File: src/rtl/mux_2x1_rr_arbiter.sv
// Two-source valid/ready arbiter feeding a one-entry output buffer and 2:1 select S.
// Define ARB_STRICT_PRIO_EN for fixed X1 priority; round-robin otherwise.
module mux_2x1_rr_arbiter #(
   parameter int unsigned WIDTH = 8
) (
   input  logic             clk,
   input  logic             rst,
   input  logic             X1_valid,
   input  logic [WIDTH-1:0] X1_data,
   output logic             X1_ready,
   input  logic             X2_valid,
   input  logic [WIDTH-1:0] X2_data,
   output logic             X2_ready,
   output logic             S,
   output logic             F_valid,
   output logic [WIDTH-1:0] F_data,
   input  logic             F_ready
);

   typedef enum logic {EMPTY, FULL} state_t;

   state_t           state_q, state_d;
   logic [WIDTH-1:0] data_q, data_d;
   logic             sel_q, sel_d;
   logic             last_q, last_d;
   logic             load_en;
   logic             any_valid;
   logic             grant;

   assign load_en   = (state_q == EMPTY) || (F_ready && (state_q == FULL));
   assign any_valid = X1_valid || X2_valid;

   // grant: 0 selects X1, 1 selects X2 (same encoding as S)
   always_comb begin
      grant = 1'b0;
      if (X1_valid && X2_valid) begin
`ifdef ARB_STRICT_PRIO_EN
         grant = 1'b0;
`else
         grant = ~last_q;
`endif
      end else if (X2_valid) begin
         grant = 1'b1;
      end
   end

   // readies are forced low while reset is held, even though load_en is high in EMPTY
   assign X1_ready = ~rst && load_en && ~grant && X1_valid;
   assign X2_ready = ~rst && load_en &&  grant && X2_valid;

   always_comb begin
      state_d = state_q;
      data_d  = data_q;
      sel_d   = sel_q;
      last_d  = last_q;
      if (load_en) begin
         if (any_valid) begin
            state_d = FULL;
            data_d  = grant ? X2_data : X1_data;
            sel_d   = grant;
            last_d  = grant;
         end else begin
            state_d = EMPTY;
         end
      end
   end

   always_ff @(posedge clk or posedge rst) begin
      if (rst) begin
         state_q <= EMPTY;
         data_q  <= '0;
         sel_q   <= 1'b0;
         last_q  <= 1'b1;
      end else begin
         state_q <= state_d;
         data_q  <= data_d;
         sel_q   <= sel_d;
         last_q  <= last_d;
      end
   end

   assign F_valid = (state_q == FULL);
   assign F_data  = data_q;
   assign S       = sel_q;

endmodule

File: config.mk
export PLATFORM = sky130hd
export DESIGN_NAME = mux_2x1_rr_arbiter
export DESIGN_NICKNAME = d
export VERILOG_FILES = /design/src/rtl/mux_2x1_rr_arbiter.sv
export SDC_FILE = /design/constraint.sdc
export NUM_CORES = 1
export LEC_CHECK = 0
export ABC_AREA = 0
export CAP_MARGIN = 0
export CORE_UTILIZATION = 40
export CTS_CLUSTER_SIZE = 25
export DETAILED_ROUTE_END_ITERATION = 7
export PLACE_DENSITY_LB_ADDON = 0.25
export SYNTH_ARGS = -nofsm -noshare
export SYNTH_HDL_FRONTEND = slang
export SYNTH_SLANG_ARGS = --single-unit
File: constraint.sdc
create_clock -name clk -period 3.4 [get_ports clk]
set_input_delay 0.68 -clock clk [delete_from_list [all_inputs] [get_ports clk]]
set_output_delay 0.68 -clock clk [all_outputs]
set_load 0.03 [all_outputs]
# Word-level counts from Yosys, hierarchy flattened
# Index checks and enable logic that the tools add are counted.
# totals
output_inout_bits,12
input_bits,21
wordCells,22
ff_bits,11
# classes
reduce_logical,10
bitwise_logic,4
mux,4
# ops
op,n
two-way mux 8 bit,1
logical AND 1 bit,7
inverter 1 bit,4
two-way mux 1 bit,3
logical OR 1 bit,2
AND reduction 2 bit,1

# Depth between registers and ports, before layout
# depth
depth_word,5
depth_mapped,5
depth_no_buf,3

# Least setup slack after synthesis
# No wires, ideal clock.
# synth_timing
kind,input to output
start,input F_ready
end,output X1_ready
path_slack_ps,1069
arrival_time_ps,1651
stages,4
n_path_buf,1
required_ps,2720
path_cell_list,nand2b_1 -> clkbuf_1 -> nand3_1 -> nor2_1
# synth_via
elab_chain_cells,5
# synth_lines
item,line_no,source
from (decl),17,input logic F_ready
logical AND 1 bit,30,assign load_en = (state_q == EMPTY) || (F_ready && (state_q == FULL));
logical OR 1 bit,30,
logical AND 1 bit (3 in a row),48,assign X1_ready = ~rst && load_en && ~grant && X1_valid;
to (decl),10,"output logic X1_ready,"
# No other way between the ends.

# Worst setup path in the final report
# layout_timing
start,input X1_valid
end,output X1_ready
# layout_via
elab_chain_cells,5
# layout_lines
item,line_no,source
from (decl),8,"input logic X1_valid,"
logical AND 1 bit,36,if (X1_valid && X2_valid) begin
two-way mux 1 bit,36,
inverter 1 bit,48,
logical AND 1 bit,48,
logical AND 1 bit (*),48,
# Mark *: on every way between the ends. The rest lies on a longest branch, timed or not.

==> impl_metrics.env <==
export IMPL_yosys_most_used_dff="dfrtp_1"
export IMPL_yosysTopAreaCell="dfrtp_1"
export IMPL_pre_cts_ws_ps=571
export IMPL_synthCells=63
export IMPL_ant_nets=0
export IMPL_crit_arrival_ps=2150
export IMPL_relSlewSlack_pct=77.0
export IMPL_ys_ff_latch=11
export IMPL_crit_top_cell="clkdlybuf4s50_1"
export IMPL_die_h_um=40.8
export IMPL_worstPathCellList="clkdlybuf4s50_1 -> a21boi_0 -> nor2_1 -> clkdlybuf4s50_1"
export IMPL_grt_max_degree=15
export IMPL_vias=570
export IMPL_whs_ps=530
export IMPL_dieArea_um2=1670
export IMPL_postCtsSetupBuffers=0
export IMPL_maxCapViolCount=0
export IMPL_design_area_um2=953
export IMPL_tightest_slew_ps=345
export IMPL_stdcell_count=112
export IMPL_p_leak_nw=0.386
export IMPL_ys_async_sr_fraction_pct=100
export IMPL_cpLargestDelayFamily="buffers and inverters"
export IMPL_antenna_found_initial=0
export IMPL_vias_per_cell=5.09
export IMPL_worst_clock_skew_ps=8.08
export IMPL_clockBufferDepth=2
export IMPL_numPortBuffers=32
export IMPL_synthToLayoutAreaGrowth_pct=58.1
export IMPL_drive_above_1_share_pct=19.6
export IMPL_clkTransAtPathRegs_ps=70
export IMPL_syn_area_per_cell_um2=9.57
export IMPL_path_buf_inv=2
export IMPL_cts_htree_levels=1
export IMPL_wl_per_cell_um=12.8
export IMPL_diodes=0
export IMPL_row_count=13
export IMPL_rsz0062_at_grt="no"
export IMPL_grt_remaining_overflow=0
export IMPL_clock_sinks=11
export IMPL_period_share_pct=83.2
export IMPL_synth_fp_nets=84
export IMPL_cp_required_ps=2720
export IMPL_drt_total_wl_um=1440
export IMPL_io_pins=33
export IMPL_cts_root_buf="clkbuf_4"
export IMPL_finalSetupViolCount=0
export IMPL_synth_area_top_cells="dfrtp_1, a31oi_2, nand2_1"
export IMPL_dieWidth_um=40.8
export IMPL_endpoint_kind="primary output"
export IMPL_place_area_um2=927
export IMPL_critPathLaunchType="primary input"
export IMPL_crit_path_top_delay_cell="clkdlybuf4s50_1"
export IMPL_netlist_area_um2=603
export IMPL_yosys_warnings=0
export IMPL_drcViolationCount=0
export IMPL_outcome="finished, final reports clean"
export IMPL_p_per_area_nw_per_um2=447
export IMPL_synth_edff_count=0
export IMPL_hold_viol_final=0
export IMPL_hpwl_um=1030
export IMPL_fmax_ghz=0.354
export IMPL_drt_iter0_drc=2
export IMPL_cts_tree="built"
export IMPL_layout_commonest_cell="clkdlybuf4s50_1"
export IMPL_path_max_fanout=5
export IMPL_num_nets_final=119
export IMPL_start_util_pct=44.7
export IMPL_grt_pass1_vias=523
export IMPL_drt_pass1_iter_count=4
export IMPL_postCtsHoldBufs=0
export IMPL_hp_class="reg -> reg"
export IMPL_yosysUniqueCellTypes=20
export IMPL_place_congestion=0.679
export IMPL_crit_type="in -> out"
export IMPL_most_common_layout_cells="clkdlybuf4s50_1, nand2_1, dfrtp_1"
export IMPL_period_minus_slack_ps=2830
export IMPL_grt_first_pass_wirelength_um=2130
export IMPL_seq_area_frac_synth_pct=45.9
export IMPL_final_max_slew_viol_count=0
export IMPL_ctsResizeCount=0
export IMPL_peakVddDrop_mv=0.211
export IMPL_tns_ps=0
export IMPL_core_um2=1350
export IMPL_dp_cells=108
export IMPL_timing_final_ws_setup_ps=573
export IMPL_cts_buffers=3
export IMPL_track_usage_pct=20.1
export IMPL_slowest_delay_ps=670
export IMPL_clkLatencyLatePin_ps=270
export IMPL_synth_top_area_share_pct=41.5
## layer usage
metal | GRT usage [%] | vias up | wire length [um]
li1 | - | 287 | -
met1 | 25.8 | 256 | 656
met2 | 31.3 | 25 | 689
met3 | 1.63 | 2 | 69
met4 | 15.0 | 0 | 19
met5 | 0 | - | 0
## final cells by class
cell class | instances | area [um^2]
clock buffer | 4 | 26.3
multi-input combinational | 45 | 284
timing repair buffer | 35 | 340
inverter | 2 | 7.51
tap | 15 | 18.8
fill | 120 | 397
sequential | 11 | 277
## kinds of logic after synthesis
| kind of cell | share of synthesized area, % |
|---|---|
| simple gates | 17.6 |
| compound gates | 29.5 |
| flops | 45.9 |
| buf+inv | 7.05 |
## registers in the layout, summed over array words and instances, names as in the netlist
| name | count |
|---|---|
| F_data | 8 |
| S | 1 |
| last_q | 1 |
| F_valid | 1 |
## stage by stage
| stage | power, W | utilization [%] |
|---|---|---|
| 6_report | 0.000426 | 70.6 |
| 4_1_cts | 0.000429 | 70.6 |
| 5_1_grt | 0.000450 | 70.6 |
| 3_5_place_dp | 0.000338 | 68.7 |
| 3_3_place_gp | 0.000334 | 68.7 |
| 2_1_floorplan | 0.000265 | - |
## report_power, final
group | switching, W | internal, W | leakage [nW]
Sequential | 0.0000119 | 0.000154 | 0.122
Combinational | 0.0000893 | 0.0000797 | 0.249
Clock | 0.0000464 | 0.0000454 | 0.0150
Total | 0.000148 | 0.000279 | 0.386
## synthesized netlist by cell type (2+ instances only)
| cell | count |
|---|---|
| a21oi_1 | 9 |
| a31oi_2 | 8 |
| buf_6 | 2 |
| dfrtp_1 | 10 |
| inv_1 | 2 |
| nand2_1 | 17 |
| nand2b_1 | 2 |
## worst reg2reg max path, cell delays in order, from the launching register on
cell and delay [ps]:
dfrtp_1 380, nand2b_1 110, buf_4 210, and2_4 270, a31oi_2 100
## path summary, 6_finish.rpt
check                         start   endpoint  slack [ps]  cells past startpoint
max in group asynchronous       rst     last_q        2440                      3
setup / recovery           X1_valid   X1_ready         570                      4
setup reg to reg            F_valid  F_data[5]        2210                      4
hold / removal                    S          S         530                      2
min in group asynchronous       rst  F_data[1]         740                      3
hold reg to reg                   S          S         530                      2
Note: power is estimated with default switching activity, not from simulation.
